[config.mk]
export PLATFORM = sky130hd
export DESIGN_NAME = pfa_crt_agu
export DESIGN_NICKNAME = d
export VERILOG_FILES = /design/src/rtl/pfa_crt_agu.sv
export SDC_FILE = /design/constraint.sdc
export NUM_CORES = 1
export LEC_CHECK = 0
export ABC_AREA = 0
export BUFFER_PORTS_ARGS = -buffer_cell sky130_fd_sc_hd__clkbuf_2
export CAP_MARGIN = 25
export CORE_MARGIN = 2
export CORE_UTILIZATION = 58
export CTS_BUF_LIST = sky130_fd_sc_hd__clkbuf_4 sky130_fd_sc_hd__clkbuf_8 sky130_fd_sc_hd__clkbuf_16
export DETAILED_ROUTE_END_ITERATION = 6
export GPL_ROUTABILITY_DRIVEN = 0
export PLACE_DENSITY = 0.84
export SYNTH_ARGS = -nofsm -noshare
export SYNTH_HDL_FRONTEND = slang
export SYNTH_SLANG_ARGS = --single-unit
[constraint.sdc]
create_clock -name i_clk -period 5.86 [get_ports i_clk]
set_clock_uncertainty 0.15 [all_clocks]
set_input_delay 0.586 -clock i_clk [delete_from_list [all_inputs] [get_ports i_clk]]
set_output_delay 0.586 -clock i_clk [all_outputs]
set_load 0.01 [all_outputs]
[src/rtl/pfa_crt_agu.sv]
// Output-side PFA FFT address generator: walks (k1,k2) in natural order and emits the
// CRT linear address k = (k1*A + k2*B) mod N using only incremental modular adds.
module pfa_crt_agu #(
  parameter int unsigned W = 12
) (
  input  logic         i_clk,
  input  logic         i_rst_n,
  input  logic         i_start,
  input  logic [W-1:0] i_n1,
  input  logic [W-1:0] i_n2,
  input  logic [W-1:0] i_n,
  input  logic [W-1:0] i_a,
  input  logic [W-1:0] i_b,
  input  logic         i_out_ready,
  output logic         o_addr_valid,
  output logic [W-1:0] o_k_addr,
  output logic [W-1:0] o_k1_out,
  output logic [W-1:0] o_k2_out,
  output logic         o_busy,
  output logic         o_done
);

  typedef enum logic [1:0] {StIdle, StRun, StDone} state_e;

  state_e       r_state;
  state_e       w_state_next;
  logic [W-1:0] r_n1, r_n2, r_n, r_a, r_b;
  logic [W-1:0] r_k1, r_k2, r_base, r_addr;

  logic         w_hs;
  logic         w_k1_last;
  logic         w_k2_last;
  logic [W:0]   w_sum_a, w_sub_a;
  logic [W:0]   w_sum_b, w_sub_b;
  logic [W-1:0] w_addr_step;
  logic [W-1:0] w_base_step;

  assign w_hs      = (r_state == StRun) && i_out_ready;
  assign w_k1_last = (r_k1 == r_n1 - W'(1));
  assign w_k2_last = (r_k2 == r_n2 - W'(1));

  // Operands are < N, so one conditional subtract keeps the sum reduced mod N.
  assign w_sum_a     = {1'b0, r_addr} + {1'b0, r_a};
  assign w_sub_a     = w_sum_a - {1'b0, r_n};
  assign w_addr_step = (w_sum_a >= {1'b0, r_n}) ? w_sub_a[W-1:0] : w_sum_a[W-1:0];
  assign w_sum_b     = {1'b0, r_base} + {1'b0, r_b};
  assign w_sub_b     = w_sum_b - {1'b0, r_n};
  assign w_base_step = (w_sum_b >= {1'b0, r_n}) ? w_sub_b[W-1:0] : w_sum_b[W-1:0];

  always_ff @(posedge i_clk) begin
    if (i_rst_n) begin
      r_state <= StIdle;
    end else begin
      r_state <= w_state_next;
    end
  end

  always_comb begin
    w_state_next = r_state;
    unique case (r_state)
      StIdle:  if (i_start) w_state_next = StRun;
      StRun:   if (w_hs && w_k1_last && w_k2_last) w_state_next = StDone;
      StDone:  w_state_next = StIdle;
      default: w_state_next = StIdle;
    endcase
  end

  always_comb begin
    o_addr_valid = (r_state == StRun);
    o_busy       = (r_state == StRun);
    o_done       = (r_state == StDone);
    o_k_addr     = r_addr;
    o_k1_out     = r_k1;
    o_k2_out     = r_k2;
  end

  always_ff @(posedge i_clk) begin
    if (i_rst_n) begin
      r_n1   <= '0;
      r_n2   <= '0;
      r_n    <= '0;
      r_a    <= '0;
      r_b    <= '0;
      r_k1   <= '0;
      r_k2   <= '0;
      r_base <= '0;
      r_addr <= '0;
    end else if ((r_state == StIdle) && i_start) begin
      r_n1   <= i_n1;
      r_n2   <= i_n2;
      r_n    <= i_n;
      r_a    <= i_a;
      r_b    <= i_b;
      r_k1   <= '0;
      r_k2   <= '0;
      r_base <= '0;
      r_addr <= '0;
    end else if (w_hs) begin
      if (!w_k1_last) begin
        r_k1   <= r_k1 + W'(1);
        r_addr <= w_addr_step;
      end else if (!w_k2_last) begin
        r_k1   <= '0;
        r_k2   <= r_k2 + W'(1);
        r_base <= w_base_step;
        r_addr <= w_base_step;
      end else begin
        r_k1   <= '0;
        r_k2   <= '0;
        r_base <= '0;
        r_addr <= '0;
      end
    end
  end

endmodule
==> flow_metrics.py <==
metrics = {
    "job": {
        "maxCapViolations": 0,
    },
    "grt": {
        "grt.total_usage_pct": 26.71,
        "grt-ovfl-total": 0,
        "antenna_found_initial": 0,
        "grt_pass1_vias": 6003,
        "grt_pass1_wl_um": 28170,
        "grt_start_max_net_pins": 40,
    },
    "timing": {
        "fin_crit_sh_pct": 78.93,
        "rsz0062_at_grt": "no",
        "finalSetupViolations": 0,
        "tightest_slew_ns": 0.9688,
        "relSlewSlack_pct": 35.17,
        "fmax_mhz": 216.2,
        "layout_min_cycle_time_ns": 4.625,
        "finalHoldViolations": 0,
        "slew_viol_final": 0,
        "fin_setup_tns_ns": 0,
    },
    "clock_tree": {
        "clk_pin_slew_ns": 0.07,
        "clk_latency_ns": 0.37,
        "post_cts_buffers": 0,
        "cts-root-buf": "clkbuf_16",
        "clock_path_buffers": 2,
        "numCtsBuffers": 9,
        "cts_resized": 0,
        "postCtsHoldBufs": 0,
        "cts_num_sinks": 110,
        "cts_tree": "yes",
        "cts-htree-levels": 3,
    },
    "floorplan": {
        "die_area_mm2": 0.01307,
        "rows": 40,
        "ios": 103,
        "initial_core_util_pct": 59.01,
        "die_x_um": 114.3,
        "coreArea_mm2": 0.01196,
        "die_y_um": 114.3,
    },
    "min_path": {
        "min_from": "i_n2[5]",
        "min_to": "r_n2[5]",
        "hp-class": "input port to flop",
        "whs_path_depth": 3,
    },
    "route": {
        "firstDrtPassIters": 5,
        "ant_nets": 0,
        "wl_per_cell_um": 16.13,
        "drcViolationCount": 0,
        "drt-total-wl_um": 17230,
        "drtIter0Drc": 504,
        "avgViaCountPerCell": 6.065,
        "vias": 6477,
    },
    "pwr": {
        "p_leak_nw": 3.565,
        "max-vdd-ir-drop_v": 0.0002123,
        "power-per-cell-area_mw_per_mm2": 262.1,
    },
    "critical_path": {
        "startpoint_type": "flop",
        "cp_slowest_cell": "a211oi_2",
        "reg2reg_slack_ns": 1.23,
        "cp-end-kind": "flop",
        "r2r-end": "o_k_addr[5]",
        "reg2reg_depth": 15,
        "path_class": "flop to flop",
        "r2r-start": "o_k_addr[0]",
        "critPathMaxFanout": 9,
        "crit_chain": "ha_1, fa_1, a21oi_1, o2111ai_1, a31o_2, a21oi_1, xnor2_1, ha_1, and3_1, a221o_1, a211oi_2, buf_4, mux2_2, a22oi_1, o21ai_0",
        "critPathMaxStageDelay_ns": 0.55,
        "worstPathRequired_ns": 5.93,
        "arrival_ns": 4.70,
    },
    "logic_synthesis": {
        "async_flop_share_pct": 0,
        "synth_nets": 950,
        "ys.warnings.count": 0,
        "synth_area_leader_cell": "dfxtp_1",
        "syn_avg_cell_area_um2": 8.504,
        "ys_ff_latch": 110,
        "synthCells": 830,
        "synthFlopType": "dfxtp_1",
        "synth_cell_types": 71,
        "synthTopCellsByArea": "dfxtp_1 31%, ha_1 9.2%, xnor2_1 6.0%",
        "synth_top_area_share_pct": 31.20,
        "synth_edf_count": 0,
        "seq_area_frac_synth_pct": 31.20,
        "syn_area_mm2": 0.007058,
    },
    "place": {
        "portBuffers": 102,
        "hpwl_um": 12990,
        "postPlaceCellArea_mm2": 0.007689,
        "dpl.cell_count": 1052,
    },
    "finish": {
        "fin_nets": 1038,
        "diodes": 0,
        "instances_no_fill": 1068,
        "mostFrequentLayoutCell": "dfxtp_1",
        "fin_util_pct": 66.65,
        "design_area_mm2": 0.007973,
        "drive_above_1_share_pct": 16.83,
        "final_cell_mix": "110 x dfxtp_1, 102 x clkbuf_2, 65 x nand2_1, 61 x o21ai_0, 55 x nor2_1",
        "syn2layout_area_growth_pct": 12.96,
    },
    "outcome": {
        "outcome": "finished clean",
    },
}
==> critical path, delay by kind of cell (launching register included) <==
family,cells,cell delay [ns]
compound gates,8,2.02
xor+xnor,1,0.16
fa+ha+maj,3,0.97
buf+inv,1,0.29
flops,1,0.34
mux,1,0.34
simple gates,1,0.22
==> power by group <==
| part | switching [mW] | leakage, nW | internal [mW] | total [mW] |
|---|---|---|---|---|
| logic | 0.377 | 2.53 | 0.320 | 0.697 |
| registers | 0.0334 | 0.896 | 0.783 | 0.816 |
| clock network | 0.276 | 0.135 | 0.301 | 0.577 |
==> state kept, by name (all words and copies together), names as in the netlist <==
register / count
o_k1_out: 12
o_k2_out: 12
o_k_addr: 12
r_a: 12
r_b: 12
r_base: 12
r_n1: 12
r_n2: 12
r_n: 12
r_state: 2
==> worst max-delay path by stage <==
stage / startpoint / slack (ns) / to
final: o_k_addr[0] / 1.23 / o_k_addr[5]
after global routing: r_b[0] / 0.96 / o_k_addr[4]
after CTS: r_b[0] / 1.27 / o_k_addr[4]
after detailed placement: r_b[0] / 1.29 / o_k_addr[4]
after global placement: o_k_addr[0] / 1.34 / o_k_addr[5]
after floorplan: o_k_addr[0] / 1.66 / o_k_addr[3]
==> stage by stage <==
step / hold slack [ns] / setup slack, ns / power, mW
2_1_floorplan: 0.2697 / 1.657 / 1.352
3_3_place_gp: 0.2903 / 1.344 / 1.494
3_5_place_dp: 0.2982 / 1.295 / 1.510
4_1_cts: 0.2584 / 1.267 / 2.086
5_1_grt: 0.2726 / 0.9575 / 2.209
6_report: 0.2644 / 1.235 / 2.089
==> logic make-up after synthesis <==
group | share of synthesized area [%]
flops | 31.20
fa+ha+maj | 10.35
compound gates | 23.01
mux | 3.280
buf+inv | 3.953
simple gates | 18.90
xor+xnor | 9.307
==> cell type report <==
class,instances,area (um2)
Sequential cell,110,2202
Fill cell,999,3989
Clock inverter,3,22.52
Timing Repair Buffer,109,583.1
Clock buffer,11,246.5
Multi-Input combinational cell,650,4592
Tap cell,147,183.9
Inverter,38,142.6
==> metal layers <==
layer	wire (um)	vias up	share of wire [%]	track usage, %
met4	442	0	2.6	9.675
met5	0	-	0	0
met3	945	42	5.5	5.506
met2	8062	199	47	45.28
met1	7774	3032	45	33.64
li1	-	3204	-	-
==> synth_stat cells, drive strengths merged, types with 3 or more instances <==
cell type and count:
a22o 42, nand4 13, a22oi 9, xnor2 48, mux2 9, nor4 6
nor3b 4, a21o 14, and2 7, inv 38, nand2 66, nand2b 5
nand3 25, and3 11, clkbuf 24, a31oi 5, o2111ai 3, xor2 27
buf 8, a21oi 39, a211oi 9, mux2i 13, nor2 57, nor2b 10
fa 4, o21a 11, o31a 3, or2 5, o211a 3, ha 52
a221o 3, o21bai 4, nor3 30, or3 17, o211ai 5, dfxtp 110
o21ai 64
(Power assumes the default switching activity.)
